File: src/rtl/alu_multicycle_pkg.sv
// alu_multicycle_pkg: operation codes and FSM state type shared by the ALU files
package alu_multicycle_pkg;
    localparam logic [2:0] ALU_AND = 3'b000;
    localparam logic [2:0] ALU_OR  = 3'b001;
    localparam logic [2:0] ALU_ADD = 3'b010;
    localparam logic [2:0] ALU_MUL = 3'b011;
    localparam logic [2:0] ALU_SUB = 3'b110;
    typedef enum logic {ST_IDLE, ST_MUL_RUN} alu_state_e;
endpackage

File: src/rtl/mul_shift_add.sv
// mul_shift_add: iterative shift-add multiplier retiring RADIX multiplier bits per cycle
module mul_shift_add #(
    parameter int WIDTH = 32,
    parameter int RADIX = 1
) (
    input  logic             clk_i,
    input  logic             rst_i,
    input  logic             start_i,
    input  logic [WIDTH-1:0] a_i,
    input  logic [WIDTH-1:0] b_i,
    output logic             done_o,
    output logic [WIDTH-1:0] product_o
);
    localparam int N  = WIDTH / RADIX;
    localparam int CW = $clog2(N + 1);
    logic [CW-1:0]    cnt_q, cnt_d;
    logic [WIDTH-1:0] mcand_q, mcand_d, mplier_q, mplier_d, acc_q, acc_d, acc_step;
    // one iteration: add multiplicand times the low RADIX multiplier bits; done when the last one retires
    always_comb begin
        acc_step  = acc_q + mcand_q * {{(WIDTH-RADIX){1'b0}}, mplier_q[RADIX-1:0]};
        done_o    = cnt_q == CW'(1);
        product_o = acc_step;
        cnt_d     = cnt_q;
        acc_d     = acc_q;
        mcand_d   = mcand_q;
        mplier_d  = mplier_q;
        if (start_i) begin
            cnt_d    = CW'(N);
            acc_d    = '0;
            mcand_d  = a_i;
            mplier_d = b_i;
        end else if (cnt_q != '0) begin
            cnt_d    = cnt_q - CW'(1);
            acc_d    = acc_step;
            mcand_d  = mcand_q << RADIX;
            mplier_d = mplier_q >> RADIX;
        end
    end
    // counter, accumulator and shifting operand registers
    always_ff @(posedge clk_i) begin
        if (rst_i) begin
            cnt_q    <= '0;
            acc_q    <= '0;
            mcand_q  <= '0;
            mplier_q <= '0;
        end else begin
            cnt_q    <= cnt_d;
            acc_q    <= acc_d;
            mcand_q  <= mcand_d;
            mplier_q <= mplier_d;
        end
    end
endmodule

File: src/rtl/alu_multicycle.sv
// alu_multicycle: EX-stage ALU, single-cycle logic ops and add/sub, iterative MUL with valid/ready
module alu_multicycle
    import alu_multicycle_pkg::*;
#(
    parameter int WIDTH     = 32,
    parameter int MUL_RADIX = 1
) (
    input  logic             clk_i,
    input  logic             rst_i,
    input  logic             valid_i,
    input  logic [2:0]       ALUCtrl_i,
    input  logic [WIDTH-1:0] data1_i,
    input  logic [WIDTH-1:0] data2_i,
    output logic             ready_o,
    output logic             valid_o,
    output logic [WIDTH-1:0] data_o,
    output logic             zero_o,
    output logic             illegal_o
);
    alu_state_e       state_q, state_d;
    logic [WIDTH-1:0] data_q, data_d, alu_res, mul_prod;
    logic             valid_q, valid_d, zero_q, zero_d, illegal_q, illegal_d;
    logic             single_op, mul_start, mul_done;
    mul_shift_add #(.WIDTH(WIDTH), .RADIX(MUL_RADIX)) u_mul (
        .clk_i    (clk_i),
        .rst_i    (rst_i),
        .start_i  (mul_start),
        .a_i      (data1_i),
        .b_i      (data2_i),
        .done_o   (mul_done),
        .product_o(mul_prod)
    );
    // single-cycle datapath
    always_comb begin
        alu_res   = ALUCtrl_i == ALU_AND ? data1_i & data2_i :
                    ALUCtrl_i == ALU_OR  ? data1_i | data2_i :
                    ALUCtrl_i == ALU_ADD ? data1_i + data2_i :
                    ALUCtrl_i == ALU_SUB ? data1_i - data2_i : '0;
        single_op = ALUCtrl_i inside {ALU_AND, ALU_OR, ALU_ADD, ALU_SUB};
    end
    // FSM next state and result capture; undefined codes report a zero result flagged illegal
    always_comb begin
        state_d   = state_q;
        data_d    = data_q;
        zero_d    = zero_q;
        illegal_d = illegal_q;
        valid_d   = 1'b0;
        mul_start = 1'b0;
        if (state_q == ST_IDLE) begin
            if (valid_i && ALUCtrl_i == ALU_MUL) begin
                mul_start = 1'b1;
                state_d   = ST_MUL_RUN;
            end else if (valid_i) begin
                data_d    = single_op ? alu_res : '0;
                zero_d    = single_op ? alu_res == '0 : 1'b1;
                illegal_d = !single_op;
                valid_d   = 1'b1;
            end
        end else if (mul_done) begin
            data_d    = mul_prod;
            zero_d    = mul_prod == '0;
            illegal_d = 1'b0;
            valid_d   = 1'b1;
            state_d   = ST_IDLE;
        end
        ready_o   = state_q == ST_IDLE;
        valid_o   = valid_q;
        data_o    = data_q;
        zero_o    = zero_q;
        illegal_o = illegal_q;
    end
    // state and output registers
    always_ff @(posedge clk_i) begin
        if (rst_i) begin
            state_q   <= ST_IDLE;
            data_q    <= '0;
            zero_q    <= 1'b1;
            illegal_q <= 1'b0;
            valid_q   <= 1'b0;
        end else begin
            state_q   <= state_d;
            data_q    <= data_d;
            zero_q    <= zero_d;
            illegal_q <= illegal_d;
            valid_q   <= valid_d;
        end
    end
endmodule
File: config.mk
export PLATFORM = sky130hd
export DESIGN_NAME = alu_multicycle
export DESIGN_NICKNAME = d
export VERILOG_FILES = /design/src/rtl/alu_multicycle_pkg.sv /design/src/rtl/mul_shift_add.sv /design/src/rtl/alu_multicycle.sv
export SDC_FILE = /design/constraint.sdc
export NUM_CORES = 1
export LEC_CHECK = 0
export CAP_MARGIN = 40
export CELL_PAD_IN_SITES_DETAIL_PLACEMENT = 0
export CELL_PAD_IN_SITES_GLOBAL_PLACEMENT = 2
export CORE_ASPECT_RATIO = 1.5
export CORE_MARGIN = 2
export CORE_UTILIZATION = 34
export CTS_CLUSTER_DIAMETER = 150
export DETAILED_ROUTE_END_ITERATION = 8
export PLACE_DENSITY_LB_ADDON = 0.08
export SLEW_MARGIN = 30
export SYNTH_ARGS = -nofsm -noshare
export SYNTH_HDL_FRONTEND = slang
export SYNTH_SLANG_ARGS = --single-unit
File: constraint.sdc
create_clock -name clk_i -period 5.6 [get_ports clk_i]
set_input_delay 0.84 -clock clk_i [delete_from_list [all_inputs] [get_ports clk_i]]
set_output_delay 0.84 -clock clk_i [all_outputs]
set_load 0.03 [all_outputs]
==> key figures <==
Status
  • Status: finished clean

Global routing
  • Initial antenna violation count: 0
  • Largest net degree at the start of global routing: between 60 and 70
  • Global route overflow: 0
  • Number of global-route vias before repair: 12700
  • First-pass GRT wire length: slightly below 80 mm
  • Tot GR Track Use: 0.266

CTS
  • CTS Sinks: ~140
  • Clock Latency Late Sink: around 0.46 ns
  • Setup Buffers After CTS: 0
  • CTS tree: yes
  • CTS Hold Buffers Added: 0
  • Bufs on Longest Clock Path: 2
  • CTS H-tree depth: 4
  • Root buffer cell: clkbuf_16
  • Clock transition at the registers of the reported paths: 0.07 ns
  • TritonCTS buffer count: 17
  • Cts repair resizes: 0

Drt
  • Routed vias/inst: about 5.7
  • Pre-antenna DRT Iters: 5
  • WL per Instance: approximately 23 um
  • Iteration-0 DRC Markers: 740
  • DRC viols: 0
  • Via count: around 13000
  • Detailed Route WL: ~52 mm
  • Remaining antenna violation count after routing: 0

Setup path
  • CP Class: in -> reg
  • R2R setup slack: around 0.95 ns
  • CP Cell Sequence: clkdlybuf4s50_1, inv_1, ha_1, inv_1, fa_1, nor2b_1, o21a_1, o311a_1, nor3_1, o21ai_0, a31oi_1, mux2_2, a221oi_1, nand2b_1, nor4_1, nand4b_1, nand2_1
  • CP top delay family: compound AO/OA/AOI/OAI gates
  • Critical path buffer and inverter count: 3
  • Reg2reg path depth: 15
  • CP arrival: around 5.2 ns
  • CP max FO: 4
  • Slowest CP cell: clkdlybuf4s50_1
  • Worst stage delay on the critical path: 0.53 ns
  • RR Endpoint: zero_o$_SDFFE_PP1P_
  • Most frequent cell on the critical path: inv_1
  • R2R Path Start: u_mul.mplier_q[0]$_SDFFE_PP0P_
  • Worst setup EP type: flop
  • Req. time, crit path: 6.00 ns
  • Crit path launch type: input pin

Yosys
  • Yosys Warn Count: 0
  • Compound-Gate Fraction of Synth Area: 0.288
  • Post-synthesis register bit count: about 140
  • Post-synthesis mux area share: 0.00433
  • Register area share after synthesis: 0.222
  • Adder-cell share of the synthesized area: 0.134
  • Post-synth cell types: 74
  • Ys flop type: dfxtp_1
  • Synth Net Count: between 1500 and 2000
  • Synth Area in Simple Gates: 0.245
  • Syn Inst Count: between 1500 and 2000
  • Synthesized cell area: around 0.012 mm^2
  • Syn_area_per_cell: a little over 7 um^2
  • Post-synth EDFFs: 0
  • FFs w/ async S/R, synth: 0
  • XOR/XNOR Fraction of Synth Area: 0.0395
  • Combinational family with the most area after synthesis: compound AO/OA/AOI/OAI gates

Pwr
  • Sequential share of power: 0.284
  • VDD IR max: about 500 uV
  • Sw frac: 0.443
  • Psw: about 0.0018 W
  • P per Cell Area: approximately 280 mW/mm^2
  • P_leak: around 6 nW
  • Int Pwr: 0.00229 W
  • Combinational Power Share: 0.419
  • Clock group share of total power: 0.297

Min path
  • Hold Crit Class: reg -> reg
  • Hold Path Depth: 2
  • Hold_sp: u_mul.acc_q[8]$_SDFFE_PP0P_
  • Hold EP: u_mul.acc_q[8]$_SDFFE_PP0P_

STA
  • Setup Viol. Count Final: 0
  • Final min period: between 4 and 5 ns
  • Slew headroom: 0.346
  • Tightest Pin Transition: about 0.98 ns
  • Final Max Slew Viols: 0
  • Clock skew: 0.0161 ns
  • Fin Hold WS: 0.457 ns
  • Tcrit/Tclk final: 0.861
  • TNS Setup: 0 ns
  • Max Fclk: 207 MHz
  • RSZ-0062 raised after global routing: false
  • Hold Fails Final Rpt: 0

Floorplanning
  • Chip height: ~240 um
  • Top-Level Pins: 106
  • Core footprint: 0.0359 mm^2
  • Full die area: 0.0381 mm^2
  • # rows: between 80 and 90
  • Die width: ~160 um
  • Initial Utilization: 0.346

Placement
  • GPL Wtd Cong: roughly 0.90
  • IO buf count: between 100 and 150
  • Detailed Place HPWL: 39.9 mm

Cells and area
  • Syn-to-layout area delta: 17.4%
  • Share of layout cells above drive strength 1: 0.0514
  • ANT cells: 0
  • Most common cell after layout, fill and taps aside: nand2_1
  • # nets final: roughly 2000
  • Most frequent cells in the layout: nand2_1, nor2_1, dfxtp_1, ha_1, a21oi_1

Flow run
  • Max-cap violations: 0
## area by class of cell
class / instances / area, um^2
fillers: 3960 / 21400
clock buffers: 17 / 425
multi-input cells: 1389 / 8860
clock inverters: 14 / 161
repair buffers: 145 / 1380
inverters: 106 / 398
well taps: 478 / 598
flip-flops and latches: 138 / 2760
## tightest hold or removal path, cell delays in order, from the launching register on
cell     delay [ns]
dfxtp_1        0.31
nand2_1        0.05
a21oi_1        0.05
## power groups by stage
stage | clock network, W | logic, W | registers, W
2_1_floorplan | 0 | 0.00104 | 0.00120
3_3_place_gp | 0 | 0.00170 | 0.00118
3_5_place_dp | 0 | 0.00174 | 0.00118
4_1_cts | 0.00125 | 0.00174 | 0.00116
5_1_grt | 0.00128 | 0.00187 | 0.00118
6_report | 0.00122 | 0.00172 | 0.00117
## cells by family (layout without fill, tap and decap cells)
| kind of cell | Yosys count | in the layout |
|---|---|---|
| mux | 5 | 5 |
| fa+ha+maj | 131 | 131 |
| compound gates | 518 | 518 |
| buf+inv | 222 | 282 |
| flops | 138 | 138 |
| simple gates | 679 | 679 |
| xor+xnor | 56 | 56 |
## how the worst max path moves through the flow
stage	depth (start not counted)	start	to	slack [ns]
2_1_floorplan	17	u_mul.mplier_q[0]$_SDFFE_PP0P_	zero_o$_SDFFE_PP1P_	1.41
3_3_place_gp	16	data1_i[3]	zero_o$_SDFFE_PP1P_	0.41
3_5_place_dp	15	data1_i[4]	zero_o$_SDFFE_PP1P_	0.45
4_1_cts	15	data1_i[0]	zero_o$_SDFFE_PP1P_	0.90
5_1_grt	15	data1_i[4]	zero_o$_SDFFE_PP1P_	0.51
6_report	17	data1_i[0]	zero_o$_SDFFE_PP1P_	0.78
## metal layers
layer	vias to the layer above	track usage	wire (um)
met5	-	0	0
met4	0	0.0953	1620
met3	74	0.0342	1930
met2	306	0.470	25300
met1	6280	0.332	22700
li1	6361	-	-
## metrics by stage
stage | std cells | area [um^2] | util | worst slack (ns) | total power (W)
2_1_floorplan | 1749 | 12400 | - | 1.41 | 0.00225
3_3_place_gp | 2253 | 13900 | 0.388 | 0.410 | 0.00288
3_5_place_dp | 2256 | 14000 | 0.389 | 0.446 | 0.00292
4_1_cts | 2287 | 14600 | 0.406 | 0.903 | 0.00415
5_1_grt | 2287 | 14600 | 0.406 | 0.507 | 0.00433
6_report | 2287 | 14600 | 0.406 | 0.776 | 0.00411
## state kept, by name, indices dropped and copies added (netlist names)
signal and cells:
u_mul.cnt_q 6, state_q 1, zero_o 1, illegal_o 1, data_o 32, u_mul.mplier_q 32
valid_o 1, u_mul.mcand_q 32, u_mul.acc_q 32
## cell usage after synthesis (all sizes together) (5+ instances only)
library cell	n	area share
a311oi	67	0.047
o211ai	19	0.011
xor2	20	0.014
a21o	35	0.021
nor3	59	0.024
o21bai	9	0.0054
a211oi	21	0.013
nand3	21	0.0085
o31a	7	0.0049
nor2b	14	0.0077
dfxtp	138	0.22
a2111oi	6	0.0042
or3	11	0.0055
clkbuf	101	0.031
nand4	12	0.0060
a21oi	121	0.049
and3	8	0.0040
ha	128	0.13
a211o	8	0.0056
a31oi	17	0.0091
a221oi	28	0.020
nand2b	14	0.0071
o21a	11	0.0066
or4	5	0.0030
nor2	197	0.060
and2	42	0.021
buf	15	0.0045
nor4	16	0.0081
o22ai	22	0.011
nand2	264	0.080
o31ai	5	0.0041
xnor2	36	0.025
inv	105	0.032
o21ai	89	0.036
(Power assumes the default switching activity.)
